--- config.mk ---
export PLATFORM = sky130hd
export DESIGN_NAME = pcie_rx_credit
export DESIGN_NICKNAME = d
export VERILOG_FILES = /design/src/rtl/pcie_rx_credit_pkg.sv /design/src/rtl/pcie_credit_acc.sv /design/src/rtl/pcie_rx_credit.sv
export SDC_FILE = /design/constraint.sdc
export NUM_CORES = 1
export LEC_CHECK = 0
export CORE_UTILIZATION = 60
export CTS_CLUSTER_SIZE = 10
export DETAILED_ROUTE_END_ITERATION = 10
export DONT_BUFFER_PORTS = 1
export PLACE_DENSITY = 0.86
export SYNTH_ARGS = -nofsm -noshare
export SYNTH_HDL_FRONTEND = slang
export SYNTH_SLANG_ARGS = --single-unit
--- constraint.sdc ---
create_clock -name sys_clk_125 -period 5.5 [get_ports sys_clk_125]
set_input_delay 0.275 -clock sys_clk_125 [delete_from_list [all_inputs] [get_ports sys_clk_125]]
set_output_delay 0.275 -clock sys_clk_125 [all_outputs]
set_load 0.02 [all_outputs]
--- src/rtl/pcie_rx_credit_pkg.sv ---
// Shared TLP definitions for the RX credit-return path: fmt/type codes,
// credit unit, accumulator widths, parser states and TLP classification.
package pcie_rx_credit_pkg;

    // One data credit covers four DW of payload.
    localparam int CREDIT_DW   = 4;
    // Pending-credit accumulator widths.
    localparam int HDR_ACC_W   = 8;
    localparam int DATA_ACC_W  = 12;
    // Largest amount returned with one pulse.
    localparam int HDR_MAXRET  = 1;
    localparam int DATA_MAXRET = 255;
    // Data credits per TLP reach 256 (1024 DW), so the add path needs 9 bits.
    localparam int ADD_W       = 9;

    // Word0 type codes.
    localparam logic [4:0] TYPE_MEM    = 5'b00000;
    localparam logic [4:0] TYPE_MEM_LK = 5'b00001;
    localparam logic [4:0] TYPE_IO     = 5'b00010;
    localparam logic [4:0] TYPE_CFG0   = 5'b00100;
    localparam logic [4:0] TYPE_CFG1   = 5'b00101;
    localparam logic [3:0] TYPE_CPL_HI = 4'b0101;
    localparam logic [1:0] TYPE_MSG_HI = 2'b10;

    typedef enum logic [1:0] {
        ST_IDLE,
        ST_W1,
        ST_BODY
    } parse_state_e;

    typedef enum logic [1:0] {
        TLP_POSTED,
        TLP_NONPOSTED,
        TLP_CPL,
        TLP_UNKNOWN
    } tlp_class_e;

    // fmt[1] flags a TLP that carries payload.
    function automatic tlp_class_e classify(input logic [1:0] fmt, input logic [4:0] typ);
        logic has_data;
        has_data = fmt[1];
        if ((typ == TYPE_MEM && has_data) || typ[4:3] == TYPE_MSG_HI)
            return TLP_POSTED;
        if (((typ == TYPE_MEM || typ == TYPE_MEM_LK) && !has_data) ||
            typ == TYPE_IO || typ == TYPE_CFG0 || typ == TYPE_CFG1)
            return TLP_NONPOSTED;
        if (typ[4:1] == TYPE_CPL_HI)
            return TLP_CPL;
        return TLP_UNKNOWN;
    endfunction

    // ceil(length/4) where a length field of 0 encodes 1024 DW.
    function automatic logic [ADD_W-1:0] data_credits(input logic [9:0] len);
        logic [10:0] dw;
        dw = (len == 10'd0) ? 11'd1024 : {1'b0, len};
        return ADD_W'((dw + 11'(CREDIT_DW - 1)) / 11'(CREDIT_DW));
    endfunction

endpackage

--- src/rtl/pcie_credit_acc.sv ---
// Pending-credit accumulator: adds newly earned credits, saturates at
// all-ones with a sticky overflow flag, and returns up to MAXRET per cycle
// unless held off.
module pcie_credit_acc #(
    parameter  int WIDTH  = 8,
    parameter  int MAXRET = 1,
    parameter  int ADD_W  = 1,
    localparam int NUM_W  = $clog2(MAXRET + 1)
) (
    input  logic             clk_i,
    input  logic             rst_ni,
    input  logic             hold_i,
    input  logic [ADD_W-1:0] add_i,
    output logic [NUM_W-1:0] num_o,
    output logic             ovf_o
);
    localparam logic [WIDTH-1:0] RET_CAP = WIDTH'(MAXRET);

    logic [WIDTH-1:0] pend_q, pend_d;
    logic [NUM_W-1:0] num_q, num_d;
    logic             ovf_q, ovf_d;
    logic [WIDTH:0]   raw_sum;
    logic [WIDTH-1:0] sat_sum;
    logic [WIDTH-1:0] ret_amt;

    function automatic logic [WIDTH-1:0] cap_ret(input logic [WIDTH-1:0] s);
        return (s > RET_CAP) ? RET_CAP : s;
    endfunction

    // Add and return in the same cycle; the returned amount leaves pend.
    always_comb begin
        raw_sum = {1'b0, pend_q} + (WIDTH+1)'(add_i);
        sat_sum = raw_sum[WIDTH] ? '1 : raw_sum[WIDTH-1:0];
        ret_amt = (!hold_i && sat_sum != '0) ? cap_ret(sat_sum) : '0;
        pend_d  = sat_sum - ret_amt;
        num_d   = NUM_W'(ret_amt);
        ovf_d   = ovf_q | raw_sum[WIDTH];
    end

    // Accumulator, return amount and sticky overflow registers.
    always_ff @(posedge clk_i or negedge rst_ni) begin
        if (!rst_ni) begin
            pend_q <= '0;
            num_q  <= '0;
            ovf_q  <= 1'b0;
        end else begin
            pend_q <= pend_d;
            num_q  <= num_d;
            ovf_q  <= ovf_d;
        end
    end

    assign num_o = num_q;
    assign ovf_o = ovf_q;

endmodule

--- src/rtl/pcie_rx_credit.sv ---
// RX credit-return block: parses TLP word0/word1 from the core, classifies
// each TLP and feeds four pending-credit accumulators that drive the core's
// processed/num credit-return inputs.
module pcie_rx_credit
    import pcie_rx_credit_pkg::*;
(
    input  logic        sys_clk_125,
    input  logic        rstn,
    input  logic [15:0] rx_data_vc0,
    input  logic        rx_st_vc0,
    input  logic        rx_end_vc0,
    input  logic        credit_hold,
    output logic        ph_processed_vc0,
    output logic        nph_processed_vc0,
    output logic        pd_processed_vc0,
    output logic        npd_processed_vc0,
    output logic [7:0]  pd_num_vc0,
    output logic [7:0]  npd_num_vc0,
    output logic        ph_buf_status_vc0,
    output logic        pd_buf_status_vc0,
    output logic        nph_buf_status_vc0,
    output logic        npd_buf_status_vc0,
    output logic [15:0] tlp_cnt,
    output logic        cpl_seen,
    output logic        unknown_seen,
    output logic        cred_ovf
);
    parse_state_e     state_q, state_d;
    logic [1:0]       fmt_q, fmt_d;
    logic [4:0]       type_q, type_d;
    logic [9:0]       len_q, len_d;
    logic             commit;
    logic [9:0]       commit_len;
    logic             commit_len_vld;
    tlp_class_e       commit_cls;
    logic [ADD_W-1:0] commit_data;
    logic             ph_add_q, ph_add_d, nph_add_q, nph_add_d;
    logic [ADD_W-1:0] pd_add_q, pd_add_d, npd_add_q, npd_add_d;
    logic             cpl_q, cpl_d, unk_q, unk_d;
    logic [15:0]      tlp_cnt_q, tlp_cnt_d;
    logic             ph_num, nph_num;
    logic [7:0]       pd_num, npd_num;
    logic             ph_ovf, nph_ovf, pd_ovf, npd_ovf;
    logic             unused_addr_msb;

    // Bit 15 belongs to neither the word0 fields nor the length field.
    assign unused_addr_msb = rx_data_vc0[15];

    // Parser: a new rx_st while a TLP is open commits it with what was captured;
    // rx_st together with rx_end describes a one-word TLP, which is dropped.
    always_comb begin
        state_d        = state_q;
        fmt_d          = fmt_q;
        type_d         = type_q;
        len_d          = len_q;
        commit         = 1'b0;
        commit_len     = len_q;
        commit_len_vld = 1'b0;
        case (state_q)
            ST_IDLE: begin
                if (rx_st_vc0 && !rx_end_vc0) begin
                    fmt_d   = rx_data_vc0[14:13];
                    type_d  = rx_data_vc0[12:8];
                    state_d = ST_W1;
                end
            end
            ST_W1: begin
                if (rx_st_vc0) begin
                    commit  = 1'b1;
                    fmt_d   = rx_data_vc0[14:13];
                    type_d  = rx_data_vc0[12:8];
                    state_d = rx_end_vc0 ? ST_IDLE : ST_W1;
                end else begin
                    len_d = rx_data_vc0[9:0];
                    if (rx_end_vc0) begin
                        commit         = 1'b1;
                        commit_len     = rx_data_vc0[9:0];
                        commit_len_vld = 1'b1;
                        state_d        = ST_IDLE;
                    end else begin
                        state_d = ST_BODY;
                    end
                end
            end
            ST_BODY: begin
                if (rx_st_vc0) begin
                    commit         = 1'b1;
                    commit_len_vld = 1'b1;
                    fmt_d          = rx_data_vc0[14:13];
                    type_d         = rx_data_vc0[12:8];
                    state_d        = rx_end_vc0 ? ST_IDLE : ST_W1;
                end else if (rx_end_vc0) begin
                    commit         = 1'b1;
                    commit_len_vld = 1'b1;
                    state_d        = ST_IDLE;
                end
            end
            default: state_d = ST_IDLE;
        endcase
    end

    // Turn a committed TLP into header/data credit adds and event pulses.
    always_comb begin
        commit_cls  = classify(fmt_q, type_q);
        commit_data = (commit_len_vld && fmt_q[1]) ? data_credits(commit_len) : '0;
        ph_add_d    = 1'b0;
        nph_add_d   = 1'b0;
        pd_add_d    = '0;
        npd_add_d   = '0;
        cpl_d       = 1'b0;
        unk_d       = 1'b0;
        tlp_cnt_d   = tlp_cnt_q + 16'(commit);
        if (commit) begin
            case (commit_cls)
                TLP_POSTED: begin
                    ph_add_d = 1'b1;
                    pd_add_d = commit_data;
                end
                TLP_NONPOSTED: begin
                    nph_add_d = 1'b1;
                    npd_add_d = commit_data;
                end
                TLP_CPL: cpl_d = 1'b1;
                default: unk_d = 1'b1;
            endcase
        end
    end

    // Parser state, credit adds, event pulses and TLP counter.
    always_ff @(posedge sys_clk_125 or negedge rstn) begin
        if (!rstn) begin
            state_q   <= ST_IDLE;
            ph_add_q  <= 1'b0;
            nph_add_q <= 1'b0;
            pd_add_q  <= '0;
            npd_add_q <= '0;
            cpl_q     <= 1'b0;
            unk_q     <= 1'b0;
            tlp_cnt_q <= '0;
        end else begin
            state_q   <= state_d;
            ph_add_q  <= ph_add_d;
            nph_add_q <= nph_add_d;
            pd_add_q  <= pd_add_d;
            npd_add_q <= npd_add_d;
            cpl_q     <= cpl_d;
            unk_q     <= unk_d;
            tlp_cnt_q <= tlp_cnt_d;
        end
    end

    // Captured header fields; only meaningful while a TLP is open.
    always_ff @(posedge sys_clk_125) begin
        fmt_q  <= fmt_d;
        type_q <= type_d;
        len_q  <= len_d;
    end

    pcie_credit_acc #(.WIDTH(HDR_ACC_W), .MAXRET(HDR_MAXRET), .ADD_W(1)) u_ph_acc (
        .clk_i(sys_clk_125), .rst_ni(rstn), .hold_i(credit_hold),
        .add_i(ph_add_q), .num_o(ph_num), .ovf_o(ph_ovf)
    );

    pcie_credit_acc #(.WIDTH(HDR_ACC_W), .MAXRET(HDR_MAXRET), .ADD_W(1)) u_nph_acc (
        .clk_i(sys_clk_125), .rst_ni(rstn), .hold_i(credit_hold),
        .add_i(nph_add_q), .num_o(nph_num), .ovf_o(nph_ovf)
    );

    pcie_credit_acc #(.WIDTH(DATA_ACC_W), .MAXRET(DATA_MAXRET), .ADD_W(ADD_W)) u_pd_acc (
        .clk_i(sys_clk_125), .rst_ni(rstn), .hold_i(credit_hold),
        .add_i(pd_add_q), .num_o(pd_num), .ovf_o(pd_ovf)
    );

    pcie_credit_acc #(.WIDTH(DATA_ACC_W), .MAXRET(DATA_MAXRET), .ADD_W(ADD_W)) u_npd_acc (
        .clk_i(sys_clk_125), .rst_ni(rstn), .hold_i(credit_hold),
        .add_i(npd_add_q), .num_o(npd_num), .ovf_o(npd_ovf)
    );

    assign ph_processed_vc0   = ph_num;
    assign nph_processed_vc0  = nph_num;
    assign pd_processed_vc0   = |pd_num;
    assign npd_processed_vc0  = |npd_num;
    assign pd_num_vc0         = pd_num;
    assign npd_num_vc0        = npd_num;
    assign ph_buf_status_vc0  = 1'b0;
    assign pd_buf_status_vc0  = 1'b0;
    assign nph_buf_status_vc0 = 1'b0;
    assign npd_buf_status_vc0 = 1'b0;
    assign tlp_cnt            = tlp_cnt_q;
    assign cpl_seen           = cpl_q;
    assign unknown_seen       = unk_q;
    assign cred_ovf           = ph_ovf | nph_ovf | pd_ovf | npd_ovf;

endmodule

### After elaboration in Yosys (flattened, before gate mapping)

Index checks and enable logic that the tools add are counted.

* register bits: 119
* input bits: 21
* output and inout port bits: 43

* add/subtract/negate cells: 10
* magnitude comparators: 4
* equal/unequal tests: 13
* multiplexer cells: 59
* bitwise gates (word level): 8
* reductions and logical operators: 32

Operators with widths (number)
* $mux 12: 6
* $mux 8: 6
* $mux 9: 5
* $mux 10: 3
* $add 12x9->13: 2
* $mux 2: 13
* $gt 12x8->1 const B: 2
* $reduce_bool 12->1: 2
* $sub 12x12->12: 2
* $mux 1: 19
* $add 8x1->9: 2
* $add 16x1->16: 1
* $gt 8x1->1 const B: 2
* $reduce_bool 8->1: 2
* $reduce_or 8->1: 2
* $sub 8x8->8: 2
* $add 11x2->11 const B: 1
* $mux 11: 1
* $eq 5x3->1 const B: 2
* $logic_not 10->1: 1
* $mux 5: 2
* $pmux 5 s2: 1
* $logic_and 1x1->1: 8
* $or 1x1->1: 7
* 21 further kinds: 32

### Longest topological paths before layout

Gate-level depths: netlist of the first run.

* depth after elaboration: 17
* depth in mapped cells: 20
* gate-level depth less buffers: 19

### Hierarchy

From an unflattened synthesis of the first run, not the netlist that was laid out.

* cells, all modules: 726
* area, all modules: 7388.3 µm²

Modules (own cells, without submodules)
* pcie_credit_acc (u_npd_acc ...): times used 2, cells an instance 183, area an instance 1700.4 µm²
* pcie_rx_credit: times used 1, cells an instance 204, area an instance 2462.4 µm²
* pcie_credit_acc (u_ph_acc): times used 1, cells an instance 81, area an instance 772.0 µm²
* pcie_credit_acc (u_nph_acc): times used 1, cells an instance 75, area an instance 753.2 µm²

### Worst setup path after synthesis of the first run

Ideal clock, no wire load.

* path kind: register -> register
* start point: register npd_add_q[0]
* end point: register u_npd_acc.pend_q[10]
* arrival: 4226 ps
* required time: 5420 ps
* path slack: 1194 ps
* cell stages (with the launch flop): 21
* cell sequence: dfrtp_1 -> ha_1 -> fa_1 -> a211oi_1 -> nor2_1 -> o311ai_2 -> a21oi_1 -> xnor2_1 -> nor4b_4 -> buf_6 -> a21oi_1 -> ha_1 -> inv_1 -> fa_1 -> a21o_1 -> a21oi_1 -> o21bai_1 -> a2111oi_0 -> o31ai_1 -> a21oi_1 -> xnor2_1

* word-level cells in the longest chain between the ends: 6
* elaborated cells between the ends (all ways): 8
* those cells by class: add/sub: 2; order compare: 1; mux: 3; reduce/logical: 2

RTL lines
* start, declared: RTL line pcie_rx_credit.sv:38 `logic [ADD_W-1:0] pd_add_q, pd_add_d, npd_add_q, npd_add_d;`
* start signal, assigned: RTL line pcie_rx_credit.sv:145 `npd_add_q <= npd_add_d;`
* $add 12x9->13 (*): RTL line pcie_credit_acc.sv:32 `raw_sum = {1'b0, pend_q} + (WIDTH+1)'(add_i);`
* $mux 12 (*): RTL line pcie_credit_acc.sv:33 `sat_sum = raw_sum[WIDTH] ? '1 : raw_sum[WIDTH-1:0];`
* $gt 12x8->1 or $reduce_bool 12->1 (tied branches): RTL line pcie_credit_acc.sv:27, pcie_credit_acc.sv:34
* $mux 12 or $logic_and 1x1->1 (tied branches): RTL line pcie_credit_acc.sv:27, pcie_credit_acc.sv:34
* $mux 12 (*): RTL line pcie_credit_acc.sv:34 `ret_amt = (!hold_i && sat_sum != '0) ? cap_ret(sat_sum) : '0;`
* named net u_npd_acc.ret_amt[0]: RTL line pcie_credit_acc.sv:24 `logic [WIDTH-1:0] ret_amt;`
* $sub 12x12->12 (*): RTL line pcie_credit_acc.sv:35 `pend_d = sat_sum - ret_amt;`
* named net u_npd_acc.pend_d[10]: RTL line pcie_credit_acc.sv:19 `logic [WIDTH-1:0] pend_q, pend_d;`
* end signal, assigned: RTL line pcie_credit_acc.sv:47 `pend_q <= pend_d;`
* end, declared: RTL line pcie_credit_acc.sv:19

The timed path passes the listed nets; every way through them passes the cells marked *.
A chain may end at the register's enable or synchronous reset.

### Worst setup path after layout of the first run

* start point: register npd_add_q[0]
* end point: register u_npd_acc.pend_q[10]

* word-level cells in the longest chain between the ends: 6
* elaborated cells between the ends (all ways): 8
* those cells by class: add/sub: 2; order compare: 1; mux: 3; reduce/logical: 2

RTL lines (RTL line)
* $add 12x9->13 (*): pcie_credit_acc.sv:32
* $mux 12 (*): pcie_credit_acc.sv:33
* $gt 12x8->1 or $reduce_bool 12->1 (tied branches): pcie_credit_acc.sv:27, pcie_credit_acc.sv:34
* $mux 12 or $logic_and 1x1->1 (tied branches): pcie_credit_acc.sv:27, pcie_credit_acc.sv:34
* $mux 12: pcie_credit_acc.sv:34
* $sub 12x12->12 (*): pcie_credit_acc.sv:35
* named net u_npd_acc.pend_d[10]: pcie_credit_acc.sv:19

Marks and branches as above.

==> results.yml, run 1 <==
global_route:
  grt-ovfl-total: 0
  grt_busiest_layer: "met2"
  grtUsageMet2: 0.452
  grt_pass1_vias: 5722
  antenna_found_initial: 0
  grtUsageTotal: 0.268
  met3_usage: 0.0705
  grt_max_degree: 103
  grt_pass1_wl_um: 26100
  use_met1: 0.322
sta:
  worstMarginPinSlew_ps: 737
  fin_setup_tns_ps: 0
  drv_slew: 0
  grt_setup_unrepaired: "no"
  clock_skew_ps: 8.75
  maxSlewHeadroom: 0.507
  fmax_mhz: 200
  min_period_over_period: 0.910
  fin_crit_ps: 5000
  finalSetupViolations: 0
  hold_viol_final: 0
setup_path:
  crit_path_end_kind: "flip-flop"
  ff2ff_setup_slack_ps: 500
  worstSetupPathType: "reg2reg"
  timing.rr.end: "u_npd_acc.pend_q[10]"
  r2r-start: "npd_add_q[0]"
  crit_arrival_ps: 5340
  cp-start-kind: "flip-flop"
  crit_required_ps: 5840
  worst-path-max-fanout: 15
  reg2reg_depth: 17
route:
  firstDrtPassIters: 8
  totalWireLength_um: 15300
  wl_per_cell_um: 17.0
  first_iter_violations: 264
  vias: 5481
  vias_per_cell: 6.07
  drtAntennaViolNets: 0
  drcViolationCount: 12
hold_path:
  whs_path_depth: 1
  whs_endpoint: "u_pd_acc.num_o[5]"
  hp-class: "in2reg"
  holdCritStartpoint: "credit_hold"
synth:
  syn_avg_cell_area_um2: 10.2
  synth_cell_type_count: 71
  synth_cells: 702
  synth_ff_type: "dfrtp_1"
  synth_area_um2: 7140
  ys_async_sr_fraction: 0.864
  synth-edff-count: 16
  yosysWarnings: 0
  seq_area_frac_synth: 0.425
  ys_seq_elements: 118
pwr:
  p_switching_w: 0.00172
  swShare: 0.385
  power.leakage_nw: 3.76
  p_comb_frac: 0.417
  power.internal_w: 0.00275
  vdd_drop_max_mv: 0.317
  cellPowerDensity_nw_per_um2: 551
  p_seq_frac: 0.318
  clock_power_share: 0.265
die:
  start_util: 0.620
  rows: 39
  die_x_um: 111
  num_io_pins: 64
  fp.dieH_um: 111
  dieArea_um2: 12300
  core-area_um2: 11500
clocking:
  cts_root_buf: "clkbuf_16"
  cts_resized: 0
  cts.sinks: 118
  clk-insertion-delay-late_ps: 420
  cts.path.max_buffers: 2
  numCtsBuffers: 17
  clk_pin_slew_ps: 60
  htreeDepth: 4
  cts_tree: "done"
cells_and_area:
  diodes: 0
  layout-drive-gt1-share: 0.0882
  final_nets: 838
  area_growth_pct: 13.8
  design_area_um2: 8130
placement:
  gp_congestion: 0.898
  hpwl_um: 10500
  numPortBuffers: 0
  place_area_um2: 7290
outcome:
  violations: "design-rule violations"
  outcome: "finished with violations"
run:
  cap_violations: 0
[worst max path at each step]
stage,endpoint,slack (ps),start
final,u_npd_acc.pend_q[10],500,npd_add_q[0]
after global routing,u_npd_acc.pend_q[10],120,npd_add_q[0]
after CTS,u_npd_acc.pend_q[10],560,npd_add_q[0]
after detailed placement,u_npd_acc.pend_q[10],680,npd_add_q[0]
after global placement,u_npd_acc.pend_q[10],780,npd_add_q[0]
after floorplan,u_npd_acc.pend_q[10],1190,npd_add_q[0]
[metrics by stage]
step	setup slack (ps)	hold WS [ps]	power (W)	instances	utilization
final	497	22.8	0.00448	903	0.706
after global routing	121	3.49	0.00478	903	0.706
after CTS	561	10.4	0.00446	903	0.706
after detailed placement	679	-17.2	0.00322	853	0.633
after global placement	781	-17.0	0.00309	853	0.633
after floorplan	1190	-20.6	0.00286	724	-
[repair_timing]
action                                  in CTS  in global routing
buffers inserted                             0                  0
hold buffers                                18                  0
endpoints found under the setup margin       0                  0
endpoints found under the hold margin      134                  0
[cell type report]
class,instances,area [um2]
multi-input cells,560,3960
fillers,771,3390
flip-flops and latches,118,3030
clock buffers,21,462
repair buffers,18,198
well taps,143,179
clock inverters,11,173
inverters,32,120
[logic make-up after synthesis]
group	count (synthesis)	synth area share
other	2	0.00105
multiplexers	13	0.0188
buffers and inverters	46	0.0319
XOR/XNOR	67	0.0822
adder cells (fa/ha/maj)	70	0.129
AND/OR/NAND/NOR	220	0.161
flip-flops	118	0.425
AO/OA/AOI/OAI	166	0.152
[synthesized netlist by cell type (all sizes together) (16+ instances only)]
cell type | number | area [um2]
a21oi | 58 | 302
inv | 32 | 120
xnor2 | 43 | 377
nor2 | 55 | 206
ha | 64 | 801
edfxtp | 16 | 480
nand3 | 19 | 95.1
xor2 | 24 | 210
dfrtp | 102 | 2550
nand2 | 56 | 210
a21o | 18 | 143
o21ai | 34 | 170
[layout by cell type, fill, tap and decap left out, types with 5 or more instances in the layout]
cell,synthesis,routed
ha_1,64,64
a21o_1,12,12
o21ai_0,33,33
nor2b_1,9,9
or2_2,11,11
clkbuf_16,0,18
and3_1,5,5
xnor2_1,43,43
conb_1,2,24
nor3_1,13,13
inv_1,32,32
nand2b_1,10,10
dlygate4sd3_1,1,17
dfrtp_1,102,102
nor4_1,7,7
xor2_1,24,24
mux2i_1,10,10
nand4_1,7,7
a21oi_1,55,55
a21o_2,6,6
o21a_1,14,14
a31oi_1,6,6
o21bai_1,6,6
fa_1,6,6
nand3_1,19,19
edfxtp_1,16,16
nand2_1,56,56
nor2_1,55,55
[sequential cells by signal (all words and copies together) (netlist names), 2 cells and up]
signal / flops
len_q: 10
npd_add_q: 9
pd_add_q: 9
state_q: 2
tlp_cnt: 16
type_q: 5
u_npd_acc.num_o: 8
u_npd_acc.pend_q: 12
u_nph_acc.pend_q: 8
u_pd_acc.num_o: 8
u_pd_acc.pend_q: 12
u_ph_acc.pend_q: 8
[routing by layer]
metal	wire, um	vias to the layer above
met1	6630	2693
li1	-	2568
met5	0	-
met3	737	44
met4	398	0
met2	7570	176
[critical path, stage by stage (launching register included)]
cell and delay, ps:
dfrtp_1 370, ha_1 240, fa_1 430, a211oi_1 290
nor2_1 140, o311ai_2 310, a21oi_1 140, xnor2_1 250
nor4b_4 670, a21o_1 200, ha_1 250, a21o_1 190
a21oi_1 220, o21bai_1 110, a2111oi_0 610, o31ai_1 160
a21oi_1 210, xnor2_1 140
[power groups by stage]
stage	registers, W	logic (W)	clock network [W]
after floorplan	0.00137	0.00148	0
after global placement	0.00142	0.00167	0
after detailed placement	0.00143	0.00179	0
after CTS	0.00142	0.00185	0.00119
after global routing	0.00145	0.00208	0.00125
final	0.00143	0.00187	0.00119
No activity file was read; power rests on OpenSTA's default activity.
==> inputs of run 2 (changes only) <==
--- a/config.mk
+++ b/config.mk
@@ -5,6 +5,7 @@
 export SDC_FILE = /design/constraint.sdc
 export NUM_CORES = 1
 export LEC_CHECK = 0
+export CORE_MARGIN = 5
 export CORE_UTILIZATION = 60
 export CTS_CLUSTER_SIZE = 10
 export DETAILED_ROUTE_END_ITERATION = 10
==> run 2 against run 1 <==
  * The flow now finishes without violations
  * Worst setup slack got worse by 200 ps
  * Sequential share of layout area decreased by 0.10 points
  * Non-clock buffer count unchanged
  * Maximum frequency decreased by 3.8%
  * Hold slack improved by 14 ps
  * Register-to-register slack got worse by 200 ps
  * Largest power group unchanged
==> results.yml, run 2 (synthesis gave the netlist of run 1 again) <==
pwr:
  cellPowerDensity_nw_per_um2: 557
  vdd_drop_max_mv: 0.311
  finalPower_w: 0.00454
  power.leakage_nw: 3.79
die:
  rows: 39
  start_util: 0.617
  fp.dieH_um: 119
  dieArea_um2: 14200
  die_x_um: 119
  num_io_pins: 64
  core-area_um2: 11600
route:
  drcViolationCount: 0
  wl_per_cell_um: 17.6
  totalWireLength_um: 15900
  vias: 5385
  first_iter_violations: 434
  drtAntennaViolNets: 0
  vias_per_cell: 5.96
  firstDrtPassIters: 4
setup_path:
  critPathBufInv: 0
  critical_path.top_delay_family: "compound AO/OA/AOI/OAI gates"
  crit_arrival_ps: 5540
  crit_required_ps: 5840
  cp-start-kind: "flip-flop"
  path_cells: "ha_1 > fa_1 > a211oi_1 > nor2_1 > o311ai_2 > a21oi_1 > xnor2_1 > nor4b_4 > a21o_1 > ha_1 > a21o_1 > a21oi_1 > o21bai_1 > a2111oi_0 > o31ai_1 > a21oi_1 > xnor2_1"
  crit_top_cell: "a21oi_1"
  worst-path-max-fanout: 15
  ff2ff_setup_slack_ps: 300
  max_stage_delay_ps: 750
  crit_slowest_cell: "a2111oi_0"
  crit_path_end_kind: "flip-flop"
  worstSetupPathType: "reg2reg"
global_route:
  grt_pass1_vias: 5728
  grtUsageTotal: 0.238
  grt-ovfl-total: 0
  antenna_found_initial: 0
  grt_max_degree: 103
  grt_pass1_wl_um: 27200
cells_and_area:
  layout-drive-gt1-share: 0.0882
  diodes: 0
  final_nets: 838
  largest_register_ff_count: 16
  area_growth_pct: 14.1
  most-common-layout-cells: "dfrtp_1, ha_1, nand2_1"
  final_common_cell: "dfrtp_1"
hold_path:
  hp-class: "in2reg"
sta:
  fin_setup_tns_ps: 0
  clock_skew_ps: 9.32
  drv_slew: 0
  maxSlewHeadroom: 0.459
  fmax_mhz: 192
  grt_setup_unrepaired: "no"
  worstMarginPinSlew_ps: 792
  min_period_over_period: 0.946
  hold_viol_final: 0
  fin_crit_ps: 5200
  finalSetupViolations: 0
run:
  cap_violations: 0
clocking:
  cts_resized: 0
  htreeDepth: 4
  clk_pin_slew_ps: 50
  clk-insertion-delay-late_ps: 420
  cts.path.max_buffers: 2
  cts_root_buf: "clkbuf_16"
  numCtsBuffers: 17
  post-cts-setup-buffers: 0
  cts_tree: "done"
  cts.sinks: 118
placement:
  gp_congestion: 0.910
  numPortBuffers: 0
  hpwl_um: 11200
outcome:
  outcome: "finished clean"
-- run 2: cell types whose count changed in the layout (fill, tap and decap cells not counted), sizes merged --
| cell | change |
|---|---|
| clkbuf | +5 |
| clkinvlp | -4 |
| clkinv | -1 |
-- run 2: worst paths after layout --
check	startpoint	endpoint	cells past startpoint
worst max-delay path	npd_add_q[0]	u_npd_acc.pend_q[10]	17
worst min-delay path	credit_hold	u_pd_acc.num_o[0]	1
worst max register to register	npd_add_q[0]	u_npd_acc.pend_q[10]	17
worst min register to register	u_npd_acc.ovf_o	u_npd_acc.ovf_o	1
max in group asynchronous	rstn	u_npd_acc.pend_q[10]	2
min in group asynchronous	rstn	u_pd_acc.pend_q[10]	2
-- run 2: what timing repair did --
action                                 CTS  global route
setup endpoints to repair                0             0
hold buffers                            18             0
endpoints found under the hold margin  135             0
-- run 2: where the power goes --
part           total [W]  internal [W]  switching, W
Clock            0.00121      0.000832      0.000381
Combinational    0.00190      0.000812       0.00108
Sequential       0.00143       0.00116      0.000269
-- run 2: worst reg2reg max path, stage by stage (launching register included) --
cell	delay, ps
dfrtp_1	360
ha_1	240
fa_1	440
a211oi_1	230
nor2_1	120
o311ai_2	330
a21oi_1	150
xnor2_1	250
nor4b_4	690
a21o_1	200
ha_1	260
a21o_1	190
a21oi_1	280
o21bai_1	140
a2111oi_0	750
o31ai_1	150
a21oi_1	210
xnor2_1	140
-- run 2: layout make-up --
class | instances | area [um2]
Fill cell | 804 | 3420
Clock buffer | 26 | 519
Clock inverter | 6 | 138
Inverter | 32 | 120
Tap cell | 143 | 179
Multi-Input combinational cell | 560 | 3960
Sequential cell | 118 | 3030
Timing Repair Buffer | 18 | 198
-- run 2: metrics by stage --
step | worst slack (ps) | hold slack, ps | util | cells | area [um2]
after floorplan | 1190 | -20.6 | - | 724 | 7220
after global placement | 775 | -17.2 | 0.631 | 853 | 7290
after detailed placement | 534 | -16.4 | 0.631 | 853 | 7290
after CTS | 411 | 22.3 | 0.705 | 903 | 8150
after global routing | 9.86 | 22.5 | 0.705 | 903 | 8150
final | 299 | 37.3 | 0.705 | 903 | 8150
-- run 2: metal layers --
| metal | vias to the layer above | wire length [um] | global-route usage |
|---|---|---|---|
| li1 | 2566 | - | - |
| met3 | 42 | 963 | 0.0678 |
| met2 | 180 | 7980 | 0.408 |
| met5 | - | 0 | 0 |
| met4 | 0 | 378 | 0.0869 |
| met1 | 2597 | 6590 | 0.287 |
